### src/rtl/wb_ext_gateway_if.sv
// Bus bundle for the Wishbone gateway: upstream management slave port, downstream
// per-channel master port and timeout status. The gateway uses "slave", the environment "master".
interface wb_ext_gateway_if #(
    parameter int NUM_SLV = 4,
    parameter int AW      = 32,
    parameter int DW      = 32
);
    logic                  wbs_cyc_i;
    logic                  wbs_stb_i;
    logic                  wbs_we_i;
    logic [DW/8-1:0]       wbs_sel_i;
    logic [AW-1:0]         wbs_adr_i;
    logic [DW-1:0]         wbs_dat_i;
    logic                  wbs_ack_o;
    logic                  wbs_err_o;
    logic [DW-1:0]         wbs_dat_o;

    logic [NUM_SLV-1:0]    wbm_cyc_o;
    logic [NUM_SLV-1:0]    wbm_stb_o;
    logic                  wbm_we_o;
    logic [DW/8-1:0]       wbm_sel_o;
    logic [AW-1:0]         wbm_adr_o;
    logic [DW-1:0]         wbm_dat_o;
    logic [NUM_SLV-1:0]    wbm_ack_i;
    logic [NUM_SLV-1:0]    wbm_err_i;
    logic [NUM_SLV*DW-1:0] wbm_dat_i;

    logic                  to_irq_o;
    logic [7:0]            to_cnt_o;
    logic [AW-1:0]         to_adr_o;

    modport slave (
        input  wbs_cyc_i, wbs_stb_i, wbs_we_i, wbs_sel_i, wbs_adr_i, wbs_dat_i,
        output wbs_ack_o, wbs_err_o, wbs_dat_o,
        output wbm_cyc_o, wbm_stb_o, wbm_we_o, wbm_sel_o, wbm_adr_o, wbm_dat_o,
        input  wbm_ack_i, wbm_err_i, wbm_dat_i,
        output to_irq_o, to_cnt_o, to_adr_o
    );

    modport master (
        output wbs_cyc_i, wbs_stb_i, wbs_we_i, wbs_sel_i, wbs_adr_i, wbs_dat_i,
        input  wbs_ack_o, wbs_err_o, wbs_dat_o,
        input  wbm_cyc_o, wbm_stb_o, wbm_we_o, wbm_sel_o, wbm_adr_o, wbm_dat_o,
        output wbm_ack_i, wbm_err_i, wbm_dat_i,
        input  to_irq_o, to_cnt_o, to_adr_o
    );
endinterface

### src/rtl/wb_ext_gateway.sv
// Registered Wishbone gateway: decodes each management access onto one of NUM_SLV
// downstream channels and guarantees exactly one ack or err per transaction.
//
// state  | meaning
// IDLE   | waiting for upstream cyc & stb; latches the request
// REQ    | downstream cyc/stb on the decoded channel, timeout counting
// RESP   | one-cycle upstream ack or err pulse
module wb_ext_gateway #(
    parameter int NUM_SLV = 4,
    parameter int AW      = 32,
    parameter int DW      = 32,
    parameter int DEC_LSB = 28,
    parameter int DEC_W   = 4,
    parameter int TIMEOUT = 255
) (
    input  logic           wb_clk_i,
    input  logic           wb_rst_n,
    wb_ext_gateway_if.slave bus
);
    localparam int SW = DW / 8;
    localparam int IW = (NUM_SLV > 1) ? $clog2(NUM_SLV) : 1;
    localparam int CW = $clog2(TIMEOUT + 1) + 1;
    localparam logic [CW-1:0] TO_VAL = CW'(TIMEOUT);

    typedef enum logic [1:0] {S_IDLE, S_REQ, S_RESP} state_t;

    state_t             r_state;
    logic [AW-1:0]      r_adr;
    logic [DW-1:0]      r_dat;
    logic [SW-1:0]      r_sel;
    logic               r_we;
    logic [IW-1:0]      r_idx;
    logic [NUM_SLV-1:0] r_chan;
    logic [CW-1:0]      r_cnt;
    logic               r_ack;
    logic               r_err;
    logic [DW-1:0]      r_rdat;
    logic               r_irq;
    logic [7:0]         r_to_cnt;
    logic [AW-1:0]      r_to_adr;

    logic [DEC_W-1:0]   w_field;
    logic               w_hit;
    logic               w_ack;
    logic               w_err;
    logic [DW-1:0]      w_rdat;
    logic [CW-1:0]      w_cnt_nxt;
    logic               w_timeout;

    assign w_field   = bus.wbs_adr_i[DEC_LSB +: DEC_W];
    assign w_hit     = int'(w_field) < NUM_SLV;
    assign w_ack     = bus.wbm_ack_i[r_idx];
    assign w_err     = bus.wbm_err_i[r_idx];
    // The comparison uses the post-increment count so TIMEOUT=N gives N strobe cycles.
    assign w_cnt_nxt = r_cnt + CW'(1);
    assign w_timeout = (TIMEOUT != 0) && (w_cnt_nxt == TO_VAL);

    always_comb begin
        w_rdat = '0;
        for (int n = 0; n < NUM_SLV; n++) begin
            if (r_idx == IW'(n)) begin
                w_rdat = bus.wbm_dat_i[n*DW +: DW];
            end
        end
    end

    always_ff @(posedge wb_clk_i or negedge wb_rst_n) begin
        if (!wb_rst_n) begin
            r_state  <= S_IDLE;
            r_adr    <= '0;
            r_dat    <= '0;
            r_sel    <= '0;
            r_we     <= 1'b0;
            r_idx    <= '0;
            r_chan   <= '0;
            r_cnt    <= '0;
            r_ack    <= 1'b0;
            r_err    <= 1'b0;
            r_rdat   <= '0;
            r_irq    <= 1'b0;
            r_to_cnt <= '0;
            r_to_adr <= '0;
        end else begin
            r_irq <= 1'b0;
            case (r_state)
                S_IDLE: begin
                    if (bus.wbs_cyc_i && bus.wbs_stb_i) begin
                        r_adr <= bus.wbs_adr_i;
                        r_dat <= bus.wbs_dat_i;
                        r_sel <= bus.wbs_sel_i;
                        r_we  <= bus.wbs_we_i;
                        r_idx <= w_field[IW-1:0];
                        r_cnt <= '0;
                        if (w_hit) begin
                            r_chan  <= NUM_SLV'(1) << w_field;
                            r_state <= S_REQ;
                        end else begin
                            r_err   <= 1'b1;
                            r_state <= S_RESP;
                        end
                    end
                end
                S_REQ: begin
                    r_cnt <= w_cnt_nxt;
                    if (!bus.wbs_cyc_i) begin
                        r_chan  <= '0;
                        r_state <= S_IDLE;
                    end else if (w_err) begin
                        r_chan  <= '0;
                        r_err   <= 1'b1;
                        r_state <= S_RESP;
                    end else if (w_ack) begin
                        r_chan  <= '0;
                        r_ack   <= 1'b1;
                        if (!r_we) begin
                            r_rdat <= w_rdat;
                        end
                        r_state <= S_RESP;
                    end else if (w_timeout) begin
                        r_chan   <= '0;
                        r_err    <= 1'b1;
                        r_irq    <= 1'b1;
                        r_to_adr <= r_adr;
                        if (r_to_cnt != 8'hFF) begin
                            r_to_cnt <= r_to_cnt + 8'd1;
                        end
                        r_state  <= S_RESP;
                    end
                end
                S_RESP: begin
                    r_ack   <= 1'b0;
                    r_err   <= 1'b0;
                    r_rdat  <= '0;
                    r_state <= S_IDLE;
                end
                default: begin
                    r_chan  <= '0;
                    r_ack   <= 1'b0;
                    r_err   <= 1'b0;
                    r_rdat  <= '0;
                    r_state <= S_IDLE;
                end
            endcase
        end
    end

    assign bus.wbs_ack_o = r_ack;
    assign bus.wbs_err_o = r_err;
    assign bus.wbs_dat_o = r_rdat;
    assign bus.wbm_cyc_o = r_chan;
    assign bus.wbm_stb_o = r_chan;
    assign bus.wbm_we_o  = r_we;
    assign bus.wbm_sel_o = r_sel;
    assign bus.wbm_adr_o = r_adr;
    assign bus.wbm_dat_o = r_dat;
    assign bus.to_irq_o  = r_irq;
    assign bus.to_cnt_o  = r_to_cnt;
    assign bus.to_adr_o  = r_to_adr;
endmodule

### src/flat_wrapper.sv
// flat-port wrapper written by rule: the top's interface ports become plain ports
module wb_ext_gateway_flat 
#(
    parameter int NUM_SLV = 4,
    parameter int AW      = 32,
    parameter int DW      = 32,
    parameter int DEC_LSB = 28,
    parameter int DEC_W   = 4,
    parameter int TIMEOUT = 255
)
  (wb_clk_i, wb_rst_n, bus_wbs_cyc_i, bus_wbs_stb_i, bus_wbs_we_i, bus_wbs_sel_i, bus_wbs_adr_i, bus_wbs_dat_i, bus_wbs_ack_o, bus_wbs_err_o, bus_wbs_dat_o, bus_wbm_cyc_o, bus_wbm_stb_o, bus_wbm_we_o, bus_wbm_sel_o, bus_wbm_adr_o, bus_wbm_dat_o, bus_wbm_ack_i, bus_wbm_err_i, bus_wbm_dat_i, bus_to_irq_o, bus_to_cnt_o, bus_to_adr_o);
  wb_ext_gateway_if #(.NUM_SLV(NUM_SLV), .AW(AW), .DW(DW)) bus_i ();
  input  logic wb_clk_i;
  input  logic wb_rst_n;
  input wire logic [$bits(bus_i.wbs_cyc_i)-1:0] bus_wbs_cyc_i;
  input wire logic [$bits(bus_i.wbs_stb_i)-1:0] bus_wbs_stb_i;
  input wire logic [$bits(bus_i.wbs_we_i)-1:0] bus_wbs_we_i;
  input wire logic [$bits(bus_i.wbs_sel_i)-1:0] bus_wbs_sel_i;
  input wire logic [$bits(bus_i.wbs_adr_i)-1:0] bus_wbs_adr_i;
  input wire logic [$bits(bus_i.wbs_dat_i)-1:0] bus_wbs_dat_i;
  output wire logic [$bits(bus_i.wbs_ack_o)-1:0] bus_wbs_ack_o;
  output wire logic [$bits(bus_i.wbs_err_o)-1:0] bus_wbs_err_o;
  output wire logic [$bits(bus_i.wbs_dat_o)-1:0] bus_wbs_dat_o;
  output wire logic [$bits(bus_i.wbm_cyc_o)-1:0] bus_wbm_cyc_o;
  output wire logic [$bits(bus_i.wbm_stb_o)-1:0] bus_wbm_stb_o;
  output wire logic [$bits(bus_i.wbm_we_o)-1:0] bus_wbm_we_o;
  output wire logic [$bits(bus_i.wbm_sel_o)-1:0] bus_wbm_sel_o;
  output wire logic [$bits(bus_i.wbm_adr_o)-1:0] bus_wbm_adr_o;
  output wire logic [$bits(bus_i.wbm_dat_o)-1:0] bus_wbm_dat_o;
  input wire logic [$bits(bus_i.wbm_ack_i)-1:0] bus_wbm_ack_i;
  input wire logic [$bits(bus_i.wbm_err_i)-1:0] bus_wbm_err_i;
  input wire logic [$bits(bus_i.wbm_dat_i)-1:0] bus_wbm_dat_i;
  output wire logic [$bits(bus_i.to_irq_o)-1:0] bus_to_irq_o;
  output wire logic [$bits(bus_i.to_cnt_o)-1:0] bus_to_cnt_o;
  output wire logic [$bits(bus_i.to_adr_o)-1:0] bus_to_adr_o;
  assign bus_i.wbs_cyc_i = bus_wbs_cyc_i;
  assign bus_i.wbs_stb_i = bus_wbs_stb_i;
  assign bus_i.wbs_we_i = bus_wbs_we_i;
  assign bus_i.wbs_sel_i = bus_wbs_sel_i;
  assign bus_i.wbs_adr_i = bus_wbs_adr_i;
  assign bus_i.wbs_dat_i = bus_wbs_dat_i;
  assign bus_wbs_ack_o = bus_i.wbs_ack_o;
  assign bus_wbs_err_o = bus_i.wbs_err_o;
  assign bus_wbs_dat_o = bus_i.wbs_dat_o;
  assign bus_wbm_cyc_o = bus_i.wbm_cyc_o;
  assign bus_wbm_stb_o = bus_i.wbm_stb_o;
  assign bus_wbm_we_o = bus_i.wbm_we_o;
  assign bus_wbm_sel_o = bus_i.wbm_sel_o;
  assign bus_wbm_adr_o = bus_i.wbm_adr_o;
  assign bus_wbm_dat_o = bus_i.wbm_dat_o;
  assign bus_i.wbm_ack_i = bus_wbm_ack_i;
  assign bus_i.wbm_err_i = bus_wbm_err_i;
  assign bus_i.wbm_dat_i = bus_wbm_dat_i;
  assign bus_to_irq_o = bus_i.to_irq_o;
  assign bus_to_cnt_o = bus_i.to_cnt_o;
  assign bus_to_adr_o = bus_i.to_adr_o;
  wb_ext_gateway #(.NUM_SLV(NUM_SLV), .AW(AW), .DW(DW), .DEC_LSB(DEC_LSB), .DEC_W(DEC_W), .TIMEOUT(TIMEOUT)) u_core (.wb_clk_i(wb_clk_i), .wb_rst_n(wb_rst_n), .bus(bus_i));
endmodule
### config.mk
export PLATFORM = sky130hd
export DESIGN_NAME = wb_ext_gateway_flat
export DESIGN_NICKNAME = d
export VERILOG_FILES = /design/src/rtl/wb_ext_gateway_if.sv /design/src/rtl/wb_ext_gateway.sv /design/src/flat_wrapper.sv
export SDC_FILE = /design/constraint.sdc
export NUM_CORES = 1
export LEC_CHECK = 0
export CAP_MARGIN = 10
export CORE_AREA = 3 3 138 140
export DETAILED_ROUTE_END_ITERATION = 10
export DIE_AREA = 0 0 141 143
export PLACE_DENSITY = 0.87
export SKIP_CTS_REPAIR_TIMING = 1
export SLEW_MARGIN = 20
export SYNTH_ARGS = -nofsm -noshare
export SYNTH_HDL_FRONTEND = slang
export SYNTH_SLANG_ARGS = --single-unit
export TNS_END_PERCENT = 5
### constraint.sdc
create_clock -name wb_clk_i -period 4.81 [get_ports wb_clk_i]
set_input_delay 0.962 -clock wb_clk_i [delete_from_list [all_inputs] [get_ports wb_clk_i]]
set_output_delay 0.962 -clock wb_clk_i [all_outputs]
set_load 0.01 [all_outputs]
[Word-level counts from Yosys, hierarchy flattened]
Cells that the tools add are included.
Operators by class
  bitwise logic cells: 4
  reduce and logical (&&, ||, !) cells: 13
  shift operators: 1
  eq/ne operators: 17
  muxes and demuxes: 45
  $add $sub $neg: 2
  magnitude comparators: 2
Operators by type and width (number)
  2-to-1 mux 32 bit: 8
  case mux 32 bit (2 select lines): 1
  2-to-1 mux 4 bit: 6
  case mux 9 bit (2 select lines): 1
  2-to-1 mux 1 bit: 16
  AND reduction 5 bit: 3
  2-to-1 mux 2 bit: 6
  case mux 4 bit (3 select lines): 1
  adder 9 x 1 -> 9 bit, second input constant: 1
  equality test 9 x 8 -> 1 bit, second input constant: 1
  2-to-1 mux 9 bit: 1
  adder 8 x 1 -> 8 bit, second input constant: 1
  inequality test 2 bit, second input constant: 4
  inequality test 8 bit, second input constant: 1
  AND reduction 4 bit: 2
  equality test 2 bit, second input constant: 3
  inequality test 2 x 1 -> 1 bit, second input constant: 3
  AND reduction 2 bit: 3
  AND reduction 6 bit: 1
  inequality test 5 x 2 -> 1 bit, second input constant: 1
  binary-select mux 1 bit (select 2 bit): 2
  equality test 2 x 1 -> 1 bit, second input constant: 2
  logical NOT 2 bit: 2
  less-than comparator 4 x 3 -> 1 bit, second input constant: 1
  9 further kinds: 13
Word-level totals
  output and inout bits: 152
  word-level logic and storage cells: 98
  bits of input ports: 209
  flip-flop bits (word level): 161

[Logic depth before layout (Yosys ltp)]
  word-level depth: 10
  depth in mapped cells: 8
  gate-level depth less buffers: 7

[Least setup slack after synthesis]
No wires, ideal clock.
  path kind: input-to-reg
  start point: in bus_wbm_err_i[3]
  end point: reg u_core.r_to_cnt[5] (netlist: u_core.bus.to_cnt_o[5])
  stages: 5
  data required time: 4.682 ns
  setup slack: 2.043 ns
  library setup time: 0.128 ns
  buffers on the path: 0
  data arrival time: 2.639 ns
  cells stage by stage: mux4_2 nor4_4 nand4_4 nor3_1 mux2_1
Between the ends
  longest elaborated chain between the ends: 4
Ends and longest elaborated chain
  from (decl): RTL line flat_wrapper.sv:31  | input wire logic [$bits(bus_i.wbm_err_i)-1:0] bus_wbm_err_i;
  binary-select mux 1 bit (select 2 bit): RTL line wb_ext_gateway.sv:53  | assign w_err = bus.wbm_err_i[r_idx];
  2-to-1 mux 1 bit (implied by the code): RTL line wb_ext_gateway.sv:53
  inverter 1 bit (no source line)
  AND reduction 6 bit (no source line)
  to (signal assigned): RTL line wb_ext_gateway.sv:125  | r_to_cnt <= r_to_cnt + 8'd1;
  to (decl): RTL line wb_ext_gateway.sv:39  | logic [7:0] r_to_cnt;
Every way passes these cells. The select of a mux whose other input is x is not followed.
A chain may end at the register's enable or synchronous reset.

[Final worst setup path]
  start point: in bus_wbm_err_i[0]
  end point: reg u_core.r_to_cnt[5] (netlist: u_core.bus.to_cnt_o[5])
Same word-level chain as after synthesis.

==> metrics <==
buffers added on ports 360; FFs w/ async S/R, synth 1.000; outcome complete, no violations; first-pass GRT wire length 33.21 mm; Final Routed Wirelength 21.53 mm; final clock skew 8.789 ps; count of cell instances traversed by the critical path 6; synthesized cell area 0.007342 mm²; fraction of final layout cells with drive strength greater than 1 0.2031; # diodes 0; final critical-path share of the clock period 0.6343; global-route congestion overflow total 0; library cell contributing the largest single delay on the critical path sky130_fd_sc_hd__mux4_2; actual slew at the worst max-slew pin 977.1 ps; number of global-route vias before repair 6050; classification of the worst setup path in -> reg; RSZ-0062 raised after global routing no; clock tree from TritonCTS built; top achievable clock speed 327.7 MHz; endpoint of the worst register-to-register path u_core.bus.to_adr_o[5]$_DFFE_PN0P_; top fanout value on the critical path 10; count of standard-cell rows 49; number of iterations in the first detailed-routing pass 4; leak pwr 0.004881 µW; max-slew violation count 0; category of the worst setup path launch point primary input; total I/O pin count 361; effective utilization at floorplan 0.4087; count of yosys warnings during synthesis 0; CTS Buf Count 17; max-cap violations 0; GR Util met1 0.2494; Nets 1110; H-Tree Depth 4; Avg Inst Size Synth 13.40 µm²; CTS Buffer Depth 2; cells after synthesis 548; Core ar. 0.01796 mm²; CP max stage delay 550 ps; instance area after placement 0.01114 mm²; reg-to-reg critical path startpoint u_core.r_cnt[2]$_DFFE_PN0P_; GRT Util Overall 0.2114; clock sink total 159; Max-Slew Margin vs Limit 0.3426; Routability Congestion 0.8476; post-synthesis register bit count 159; post-layout instance area 0.01172 mm²; number of routed nets with antenna violations 0; WHS Endpoint u_core.bus.wbs_dat_o[2]$_DFFE_PN0P_; area growth from synthesis to layout 59.63%; sequence of cells on the critical path clkdlybuf4s50_1, mux4_2, nor4_4, nand4_4, nor3_1, mux2_1; worst min-delay path class reg -> reg; Critical Path End Type register; area of the multi-input gates 0.003171 mm²; GRT Max-Usage Layer met2; pin count of the biggest net entering global routing 104; cell at the root of the clock tree sky130_fd_sc_hd__clkbuf_16; R2R Setup Slk 2250 ps; dominant synthesized flop cell sky130_fd_sc_hd__dfrtp_1; count of flip-flops with a built-in enable after synthesis 0; crit path launch bus_wbm_err_i[0]; number of inserted filler cells in the final layout 1349; floorplan die height 143 µm; global-route track usage on met3 0.05291; area of all sequential standard cells 0.003980 mm²; clock input transition at the sequential cells of the worst setup and hold paths 60 ps; final design utilization 0.6524; setup TNS after final layout 0 ps; Netlist cell types 49; Placed Cells incl. Taps 1108; r2r worst-path depth 6; M2 GR Usage 0.3793; net count after synthesis 760; remaining routing DRC violations 0; post-detailed-placement half-perimeter wirelength 16.61 mm; cell family with the largest share of critical-path delay simple AND/OR/NAND/NOR gates; sequential cell area fraction in the yosys report 0.5419; vias post-DR 5756; per-cell via count in the routed design 5.049; final hold violation count 0; hold path startpoint u_core.bus.wbs_dat_o[2]$_DFFE_PN0P_; area of the die 0.02016 mm²; horizontal die dimension 141 µm; total power 3820 µW; count of routing violations after the opening detailed-route iteration 250; highest ir drop seen on vdd 231.9 µV; average wire per cell in the routed design 18.89 µm; non-filler cells, final 1140; count of buffer and inverter cells on the critical path 1; insertion delay to the later sink of the worst-skew pair 410 ps; Arrival @ worst endpoint 3340 ps; Pwr per Cell Area 325.9 mW/mm²; data required time at the worst endpoint 5100 ps; Worst Hold Path Cells 2; initial antenna violation count 0; Final setup viols 0; final critical delay including setup and external delays 3051 ps
[report_power, final]
part	total, µW	switching [µW]	internal (µW)
Combinational	951	348	602
Clock	1290	582	708
Sequential	1580	104	1480
Total	3820	1030	2790
[through the flow]
step	worst slack [ps]	hold WS [ps]
finish	1759	476.8
CTS	1767	483.0
floorplan	2043	488.9
global route	1694	503.8
global placement	1406	462.0
detailed placement	1319	468.7
[flip-flops by register name, indices dropped and copies added, names as in the netlist]
register,cells
u_core.bus.to_adr_o,32
u_core.bus.wbm_adr_o,32
u_core.bus.wbm_dat_o,32
u_core.bus.wbs_dat_o,32
u_core.r_cnt,9
u_core.bus.to_cnt_o,8
u_core.bus.wbm_cyc_o,4
u_core.bus.wbm_sel_o,4
u_core.r_state,2
u_core.bus.to_irq_o,1
u_core.bus.wbm_we_o,1
u_core.bus.wbs_ack_o,1
u_core.bus.wbs_err_o,1
[worst reg2reg max path: stages (launching register included)]
cell and delay, ps:
sky130_fd_sc_hd__dfrtp_1 480, sky130_fd_sc_hd__nand3_2 200, sky130_fd_sc_hd__or3_1 410, sky130_fd_sc_hd__a211oi_2 450, sky130_fd_sc_hd__nand4_2 140, sky130_fd_sc_hd__buf_4 340, sky130_fd_sc_hd__mux2_4 420
[how the worst max path moves through the flow]
stage | end | slack, ps
after floorplan | u_core.bus.to_cnt_o[5]$_DFFE_PN0P_ | 2040
after global placement | u_core.bus.to_cnt_o[5]$_DFFE_PN0P_ | 1410
after detailed placement | u_core.bus.to_cnt_o[5]$_DFFE_PN0P_ | 1320
after CTS | u_core.bus.to_cnt_o[5]$_DFFE_PN0P_ | 1770
after global routing | u_core.bus.to_cnt_o[5]$_DFFE_PN0P_ | 1690
final | u_core.bus.to_cnt_o[5]$_DFFE_PN0P_ | 1760
[per-layer routing]
layer,routed length [µm],part of all wire,vias up
met4,524,0.024,0
met1,8130,0.38,2819
met5,0,0,-
met2,11650,0.54,220
met3,1226,0.057,30
li1,-,-,2687
[area by class of cell]
cell class	instances	share of cell area
Sequential cell	159	0.3396
Timing Repair Buffer	368	0.3138
Multi-Input combinational cell	344	0.2705
Clock buffer	19	0.03865
Tap cell	229	0.02445
Clock inverter	13	0.01046
Inverter	8	0.002562
[layout by cell type (no fill, tap or decap), types with 3 or more instances in the layout]
cell type	n
sky130_fd_sc_hd__a21oi_1	5
sky130_fd_sc_hd__buf_4	7
sky130_fd_sc_hd__clkbuf_16	17
sky130_fd_sc_hd__clkdlybuf4s50_1	359
sky130_fd_sc_hd__clkinv_4	4
sky130_fd_sc_hd__clkinvlp_4	3
sky130_fd_sc_hd__dfrtp_1	158
sky130_fd_sc_hd__ha_1	3
sky130_fd_sc_hd__inv_1	8
sky130_fd_sc_hd__inv_6	3
sky130_fd_sc_hd__mux2_2	70
sky130_fd_sc_hd__mux2_4	30
sky130_fd_sc_hd__mux4_2	34
sky130_fd_sc_hd__nand2_1	78
sky130_fd_sc_hd__nand2b_1	3
sky130_fd_sc_hd__nand3_1	5
sky130_fd_sc_hd__nand4_1	3
sky130_fd_sc_hd__nor2_1	13
sky130_fd_sc_hd__nor3_1	6
sky130_fd_sc_hd__o21ai_0	47
sky130_fd_sc_hd__o2bb2ai_1	3
sky130_fd_sc_hd__xor2_1	5
[cells in the mapped netlist, drive strengths merged (2+ instances only)]
| master | number | area share |
|---|---|---|
| nor4 | 2 | 0.0037 |
| nand4 | 5 | 0.0072 |
| nand3 | 6 | 0.0048 |
| buf | 11 | 0.012 |
| o41ai | 2 | 0.0024 |
| a21oi | 6 | 0.0041 |
| dfrtp | 159 | 0.54 |
| and2 | 2 | 0.0017 |
| clkbuf | 26 | 0.013 |
| o2bb2ai | 3 | 0.0036 |
| xor2 | 5 | 0.0060 |
| mux2 | 102 | 0.17 |
| ha | 3 | 0.0051 |
| nor3b | 2 | 0.0020 |
| a31oi | 2 | 0.0017 |
| o21ai | 47 | 0.032 |
| o22ai | 2 | 0.0017 |
| inv | 8 | 0.0041 |
| nand2b | 3 | 0.0026 |
| nand2 | 78 | 0.040 |
| a211oi | 2 | 0.0027 |
| nor2 | 14 | 0.0072 |
| nor3 | 6 | 0.0041 |
| mux4 | 34 | 0.10 |
| or3 | 2 | 0.0017 |
| a21o | 2 | 0.0020 |
[logic make-up (layout without fill, tap and decap cells)]
| logic type | Yosys count | count (layout) | share of synthesized area |
|---|---|---|---|
| flip-flops | 159 | 159 | 0.5419 |
| multiplexers | 137 | 137 | 0.2774 |
| AND/OR/NAND/NOR | 125 | 125 | 0.08078 |
| AO/OA/AOI/OAI | 74 | 74 | 0.05965 |
| buffers and inverters | 45 | 408 | 0.02914 |
| XOR/XNOR | 5 | 5 | 0.005964 |
| adder cells (fa/ha/maj) | 3 | 3 | 0.005113 |
Note: power is estimated with default switching activity, not from simulation.
